<file path="src/rtl/pipeline_stall_ctrl.sv">
// Pipeline hazard / stall controller for a 5-stage in-order pipeline.
// Resolves load-use hazards, taken-branch flushes and memory-miss freezes.
// A memory timeout leads to a sticky error. Stall and flush performance
// counters saturate at all-ones.
module pipeline_stall_ctrl #(
  parameter int unsigned MEM_TIMEOUT = 32,
  parameter int unsigned CNT_W       = 16
) (
  input  logic             clk_i,
  input  logic             rst_i,
  input  logic             ID_EX_MemRead_i,
  input  logic [4:0]       ID_EX_RTaddr_i,
  input  logic [4:0]       IF_ID_RSaddr_i,
  input  logic [4:0]       IF_ID_RTaddr_i,
  input  logic             branch_taken_i,
  input  logic             mem_req_i,
  input  logic             mem_ack_i,
  output logic             PC_write_o,
  output logic             IF_ID_write_o,
  output logic             IF_ID_flush_o,
  output logic             ID_EX_bubble_o,
  output logic             pipe_hold_o,
  output logic             err_o,
  output logic [CNT_W-1:0] stall_cnt_o,
  output logic [CNT_W-1:0] flush_cnt_o
);

  localparam int unsigned WAIT_W = 8;
  localparam logic [WAIT_W-1:0] WAIT_LAST = WAIT_W'(MEM_TIMEOUT - 1);
  localparam logic [CNT_W-1:0]  CNT_MAX   = {CNT_W{1'b1}};

  typedef enum logic [1:0] {
    RUN      = 2'd0,
    MEM_WAIT = 2'd1,
    ERR      = 2'd2
  } state_e;

  state_e            state_q, state_d;
  logic [WAIT_W-1:0] wait_q, wait_d;
  logic [CNT_W-1:0]  stall_q, stall_d;
  logic [CNT_W-1:0]  flush_q, flush_d;
  logic              lu, ms;

  assign lu = ID_EX_MemRead_i && (ID_EX_RTaddr_i != 5'd0) &&
              ((ID_EX_RTaddr_i == IF_ID_RSaddr_i) ||
               (ID_EX_RTaddr_i == IF_ID_RTaddr_i));
  assign ms = mem_req_i && !mem_ack_i;

  // State register, wait counter and performance counters.
  always_ff @(posedge clk_i) begin
    if (rst_i) begin
      state_q <= RUN;
      wait_q  <= '0;
      stall_q <= '0;
      flush_q <= '0;
    end else begin
      state_q <= state_d;
      wait_q  <= wait_d;
      stall_q <= stall_d;
      flush_q <= flush_d;
    end
  end

  // Next-state and same-cycle control decode; reset cycle forces run outputs.
  always_comb begin
    state_d        = state_q;
    wait_d         = wait_q;
    PC_write_o     = 1'b1;
    IF_ID_write_o  = 1'b1;
    IF_ID_flush_o  = 1'b0;
    ID_EX_bubble_o = 1'b0;
    pipe_hold_o    = 1'b0;
    if (!rst_i) begin
      unique case (state_q)
        RUN: begin
          if (ms) begin
            PC_write_o    = 1'b0;
            IF_ID_write_o = 1'b0;
            pipe_hold_o   = 1'b1;
            state_d       = MEM_WAIT;
            wait_d        = '0;
          end else if (lu) begin
            PC_write_o     = 1'b0;
            IF_ID_write_o  = 1'b0;
            ID_EX_bubble_o = 1'b1;
          end else if (branch_taken_i) begin
            IF_ID_flush_o = 1'b1;
          end
        end
        MEM_WAIT: begin
          PC_write_o    = 1'b0;
          IF_ID_write_o = 1'b0;
          pipe_hold_o   = 1'b1;
          if (mem_ack_i) begin
            state_d = RUN;
            wait_d  = '0;
          end else if (wait_q == WAIT_LAST) begin
            state_d = ERR;
          end else begin
            wait_d = wait_q + WAIT_W'(1);
          end
        end
        ERR: begin
          PC_write_o    = 1'b0;
          IF_ID_write_o = 1'b0;
          pipe_hold_o   = 1'b1;
        end
        default: state_d = RUN;
      endcase
    end
  end

  // Saturating performance counter updates.
  always_comb begin
    stall_d = stall_q;
    flush_d = flush_q;
    if (!PC_write_o && (stall_q != CNT_MAX)) stall_d = stall_q + CNT_W'(1);
    if (IF_ID_flush_o && (flush_q != CNT_MAX)) flush_d = flush_q + CNT_W'(1);
  end

  assign err_o       = (state_q == ERR);
  assign stall_cnt_o = stall_q;
  assign flush_cnt_o = flush_q;

endmodule

</file>
<file path="config.mk">
export PLATFORM = sky130hd
export DESIGN_NAME = pipeline_stall_ctrl
export DESIGN_NICKNAME = d
export VERILOG_FILES = /design/src/rtl/pipeline_stall_ctrl.sv
export SDC_FILE = /design/constraint.sdc
export NUM_CORES = 1
export LEC_CHECK = 0
export ABC_AREA = 1
export CORE_MARGIN = 2
export CORE_UTILIZATION = 45
export DETAILED_ROUTE_END_ITERATION = 16
export PLACE_DENSITY_LB_ADDON = 0.08
export SETUP_SLACK_MARGIN = 0.3
export SKIP_CTS_REPAIR_TIMING = 1
export SLEW_MARGIN = 20
export SYNTH_ARGS = -nofsm -noshare
export SYNTH_HDL_FRONTEND = slang
export SYNTH_SLANG_ARGS = --single-unit
</file>
<file path="constraint.sdc">
create_clock -name clk_i -period 3 [get_ports clk_i]
set_input_delay 0.3 -clock clk_i [delete_from_list [all_inputs] [get_ports clk_i]]
set_output_delay 0.3 -clock clk_i [all_outputs]
set_load 0.02 [all_outputs]
</file>
Word level (Yosys, flattened, before mapping)
Cells that the tools add are included.
{ "totals": {"regBits": 42, "out_inout_bits": 38} }
{ "classes": {"n_addsub": 3, "eq_ne": 10, "muxes": 24, "bitwise": 1, "reduce_logical": 14} }
{ "ops": {"columns": ["cell", "count"], "rows": [
  ["16-bit by 1-bit adder with 16-bit output, second input constant", 2],
  ["16-bit inequality test, second input constant", 2],
  ["8-bit two-way mux", 3],
  ["8-bit one-hot mux with 2 select lines", 1],
  ["1-bit two-way mux", 14],
  ["5-bit == test", 2],
  ["8-bit by 1-bit adder with 8-bit output, second input constant", 1],
  ["8-bit by 5-bit == test with 1-bit output, second input constant", 1],
  ["2-bit two-way mux", 3],
  ["3-bit inequality test, second input constant", 2],
  ["2-bit one-hot mux with 3 select lines", 1],
  ["3-bit AND reduction", 2],
  ["1-bit logical AND", 5],
  ["5-bit nonzero test", 1],
  ["1-bit one-hot mux with 2 select lines", 2],
  ["2-bit by 1-bit == test with 1-bit output, second input constant", 1],
  ["2-bit == test, second input constant", 1],
  ["1-bit logical NOT", 2],
  ["2-bit logical NOT", 1],
  ["2-bit inequality test, second input constant", 1],
  ["2-bit nonzero test", 1],
  ["2-bit OR reduction", 1],
  ["1-bit logical OR", 1],
  ["1-bit inverter", 1]
]} }

Longest topological paths before layout
{ "logic_depth": {"depth_word": 9, "depth_mapped": 12, "depth_no_buf": 12} }

Worst setup path after synthesis
Ideal clock, no wire load.
{ "synth_path": {"path_type": "register to output", "startpoint": "register state_q[0]", "endpoint": "output pipe_hold_o", "arrival_time_ps": 1885, "setup_slack_ps": 815, "path_stages_with_launch": 8, "n_path_buf": 1, "path_cell_list": "dfxtp_1 > inv_1 > ha_1 > inv_1 > a21oi_1 > clkbuf_1 > nand2_1 > a21oi_1"} }
{ "synth_between": {"elab_chain_len": 4} }
{ "synth_rtl": {"columns": ["item", "line", "source"], "rows": [
  ["start: declaration", "38", "state_e state_q, state_d;"],
  ["start signal: assignment", "57", "state_q <= state_d;"],
  ["2-bit == test / 2-bit by 1-bit == test with 1-bit output (equally long branches)", "74", "unique case (state_q)"],
  ["2-bit OR reduction (no source line)", null, null],
  ["1-bit one-hot mux with 2 select lines (*)", "74", null],
  ["1-bit two-way mux (*)", "73", "if (!rst_i) begin"],
  ["end: declaration", "22", "output logic pipe_hold_o,"]
]} }
Mark *: on every way between the ends. The rest lies on a longest branch, timed or not.

Worst setup path after layout
{ "layout_path": {"startpoint": "input mem_ack_i", "endpoint": "output IF_ID_flush_o"} }
{ "layout_between": {"elab_chain_len": 5} }
{ "layout_rtl": {"columns": ["item", "line", "source"], "rows": [
  ["start: declaration", "17", "input logic mem_ack_i,"],
  ["1-bit logical NOT", "47", "assign ms = mem_req_i && !mem_ack_i;"],
  ["1-bit logical AND", "47", null],
  ["1-bit two-way mux", "76", "if (ms) begin"],
  ["1-bit two-way mux", "74", null],
  ["1-bit two-way mux", "73", null],
  ["end: declaration", "20", "output logic IF_ID_flush_o,"]
]} }
Every way passes these cells.

==> results.json <==
{
  "synthTopCellsByArea": "dfxtp_1 31%, nand2_1 14%, a21oi_1 7.9%",
  "whs_path_depth": 2,
  "grt_antenna_before_repair": 0,
  "netlist_top_cells_count": "98 x nand2_1, 53 x inv_1, 43 x a21oi_1",
  "ir_worst_vdd_mv": 0.203,
  "critPathCaptureType": "output pin",
  "worstSetupStartpointType": "input pin",
  "synth_edf_count": 0,
  "cp_max_fo": 3,
  "numCtsBuffers": 5,
  "design.core.area_mm2": 0.00589,
  "synthAdderAreaFrac_pct": 3.23,
  "synth.cell_area_mm2": 0.00271,
  "setup_viol": 0,
  "synth_xor_xnor_area_share_pct": 8.40,
  "holdWs_ns": 0.480,
  "wirelength_um": 6460,
  "status": "complete, no violations",
  "wire_per_inst_um": 11.8,
  "place_congestion": 0.894,
  "cts_num_sinks": 42,
  "synth_warnings": 0,
  "multi_input_area_mm2": 0.00160,
  "dr.pass1.iters": 4,
  "antennaDiodeCount": 0,
  "vias": 2763,
  "drc_errors": 0,
  "syn_avg_cell_area_um2": 6.58,
  "tns_ns": 0,
  "cp.arrival_ns": 2.21,
  "die_h_um": 81.6,
  "grt_first_pass_wirelength_um": 10900,
  "yosysTopAreaCell": "dfxtp_1",
  "skew_ns": 0.00804,
  "n_fill_cell": 605,
  "finalHoldViolCount": 0,
  "htreeDepth": 2,
  "worstMarginPinSlew_ns": 0.372,
  "grt_pass1_vias": 2511,
  "crit_required_ns": 2.70,
  "synth_mux_area_share_pct": 0,
  "gr-total-overflow": 0,
  "power.density_mw_per_mm2": 439,
  "fin_crit_sh_pct": 83.6,
  "layout-drive-gt1-share_pct": 5.31,
  "io_pins": 59,
  "cts_root_buf": "clkbuf_8",
  "post_synth_and_or_nand_nor_area_fraction_pct": 36.8,
  "postRouteAntennaNets": 0,
  "die_x_um": 81.6,
  "slew_headroom_pct": 75.2,
  "worstSkewPairLatency_ns": 0.30,
  "drt_iter0_drc": 182,
  "synth_most_common_cell": "nand2_1",
  "regArea_um2": 841,
  "path_class": "input pin to output pin",
  "final_nets": 498,
  "syn_inst": 412,
  "port_buffers": 58,
  "holdCritPathClass": "register to register",
  "grt_max_degree": 25,
  "synth_compound_area_share_pct": 10.8,
  "dp_hpwl_um": 4780,
  "synth_top_family_by_area": "simple AND/OR/NAND/NOR gates",
  "cap_violations": 0,
  "cts_tree": "built",
  "cts_buffer_depth": 2,
  "rsz0062_at_grt": "no",
  "async_reset_ff_share_pct": 0,
  "num_rows": 28,
  "min_period_ns": 2.51,
  "clk_pin_slew_ns": 0.08,
  "syn_to_final_growth_pct": 27.9,
  "syn-num-nets": 440,
  "synth_top_area_share_pct": 31.0,
  "leakage_nw": 1.36,
  "grt_usage_pct": 20.5,
  "ys_types": 23,
  "vias_per_cell": 5.06,
  "die-area_mm2": 0.00666,
  "drv_slew": 0,
  "yosys_most_used_dff": "dfxtp_1",
  "fmax_mhz": 399,
  "synth.ff_latch_count": 42,
  "r2r_cells": 9,
  "start_util_pct": 46.1,
  "synth-seq-area-share_pct": 31.0
}
-- logic make-up (layout without fill, tap and decap cells) --
kind of cell | after synthesis | after routing
buffers and inverters | 65 | 124
XOR/XNOR | 26 | 26
AND/OR/NAND/NOR | 215 | 215
adder cells (fa/ha/maj) | 7 | 7
flip-flops | 42 | 42
AO/OA/AOI/OAI | 57 | 57
-- sequential cells by signal, indices dropped and copies added (netlist names) --
register,count
wait_q,8
stall_cnt_o,16
flush_cnt_o,16
state_q,2
-- area by class of cell --
cell class	count	area share (%)
multi-input cells	305	46.3
clock buffers	7	2.20
clock inverters	1	0.866
inverters	53	5.74
repair buffers	63	18.0
flip-flops and latches	42	24.3
well taps	75	2.71
-- per-layer routing --
| metal | track usage, % | wire, um | vias to the layer above |
|---|---|---|---|
| met5 | 0 | 0 | - |
| met4 | 6.17 | 21 | 0 |
| met3 | 3.96 | 267 | 2 |
| met2 | 35.2 | 3160 | 60 |
| met1 | 25.9 | 3010 | 1251 |
| li1 | - | - | 1450 |
-- final timing paths --
| check | from | to | slack [ns] |
|---|---|---|---|
| worst min-delay path | wait_q[1]$_SDFFE_PP0P_ | wait_q[1]$_SDFFE_PP0P_ | 0.48 |
| worst max-delay path | mem_ack_i | IF_ID_flush_o | 0.49 |
| worst min register to register | wait_q[1]$_SDFFE_PP0P_ | wait_q[1]$_SDFFE_PP0P_ | 0.48 |
| worst max register to register | stall_cnt_o[0]$_SDFFE_PP0P_ | stall_cnt_o[5]$_SDFFE_PP0P_ | 0.80 |
-- layout by cell type (no fill, tap or decap), types with 3 or more instances in the layout --
cell type | Yosys | routed
dfxtp_1 | 42 | 42
nand4_1 | 20 | 20
nor2_1 | 37 | 37
nand3_2 | 3 | 3
nand3_1 | 35 | 35
clkdlybuf4s50_1 | 0 | 56
nand2_1 | 98 | 98
o21ai_0 | 13 | 13
nor3_4 | 3 | 3
xor2_1 | 18 | 18
nor3_1 | 9 | 9
buf_4 | 1 | 5
ha_1 | 7 | 7
xnor2_1 | 8 | 8
clkbuf_8 | 0 | 5
nand2_2 | 5 | 5
inv_1 | 53 | 53
a21oi_1 | 43 | 43
-- power by group --
group	leakage, nW	internal (W)	total (W)	switching, W
registers	0.339	0.000584	0.000608	0.0000236
clock network	0.0524	0.000249	0.000446	0.000197
logic	0.966	0.000167	0.000468	0.000302
total	1.36	0.00100	0.00152	0.000522
-- through the flow --
| step | power [W] | worst slack [ns] | utilization (%) | cells | area [um^2] |
|---|---|---|---|---|---|
| 3_3_place_gp | 0.00109 | 0.465 | 57.0 | 538 | 3360 |
| 6_report | 0.00152 | 0.492 | 58.9 | 546 | 3470 |
| 2_1_floorplan | 0.000930 | 0.815 | - | 412 | 2710 |
| 4_1_cts | 0.00154 | 0.341 | 58.8 | 546 | 3460 |
| 3_5_place_dp | 0.00109 | 0.487 | 57.0 | 538 | 3360 |
| 5_1_grt | 0.00163 | 0.317 | 58.9 | 546 | 3470 |
-- critical path, cell delays in order --
cell and delay (ns):
clkdlybuf4s50_1 0.51, inv_1 0.05, nand2_1 0.07, nand2_1 0.08
nor3b_1 0.29, a21boi_2 0.28, clkdlybuf4s50_1 0.64
(Power assumes the default switching activity.)
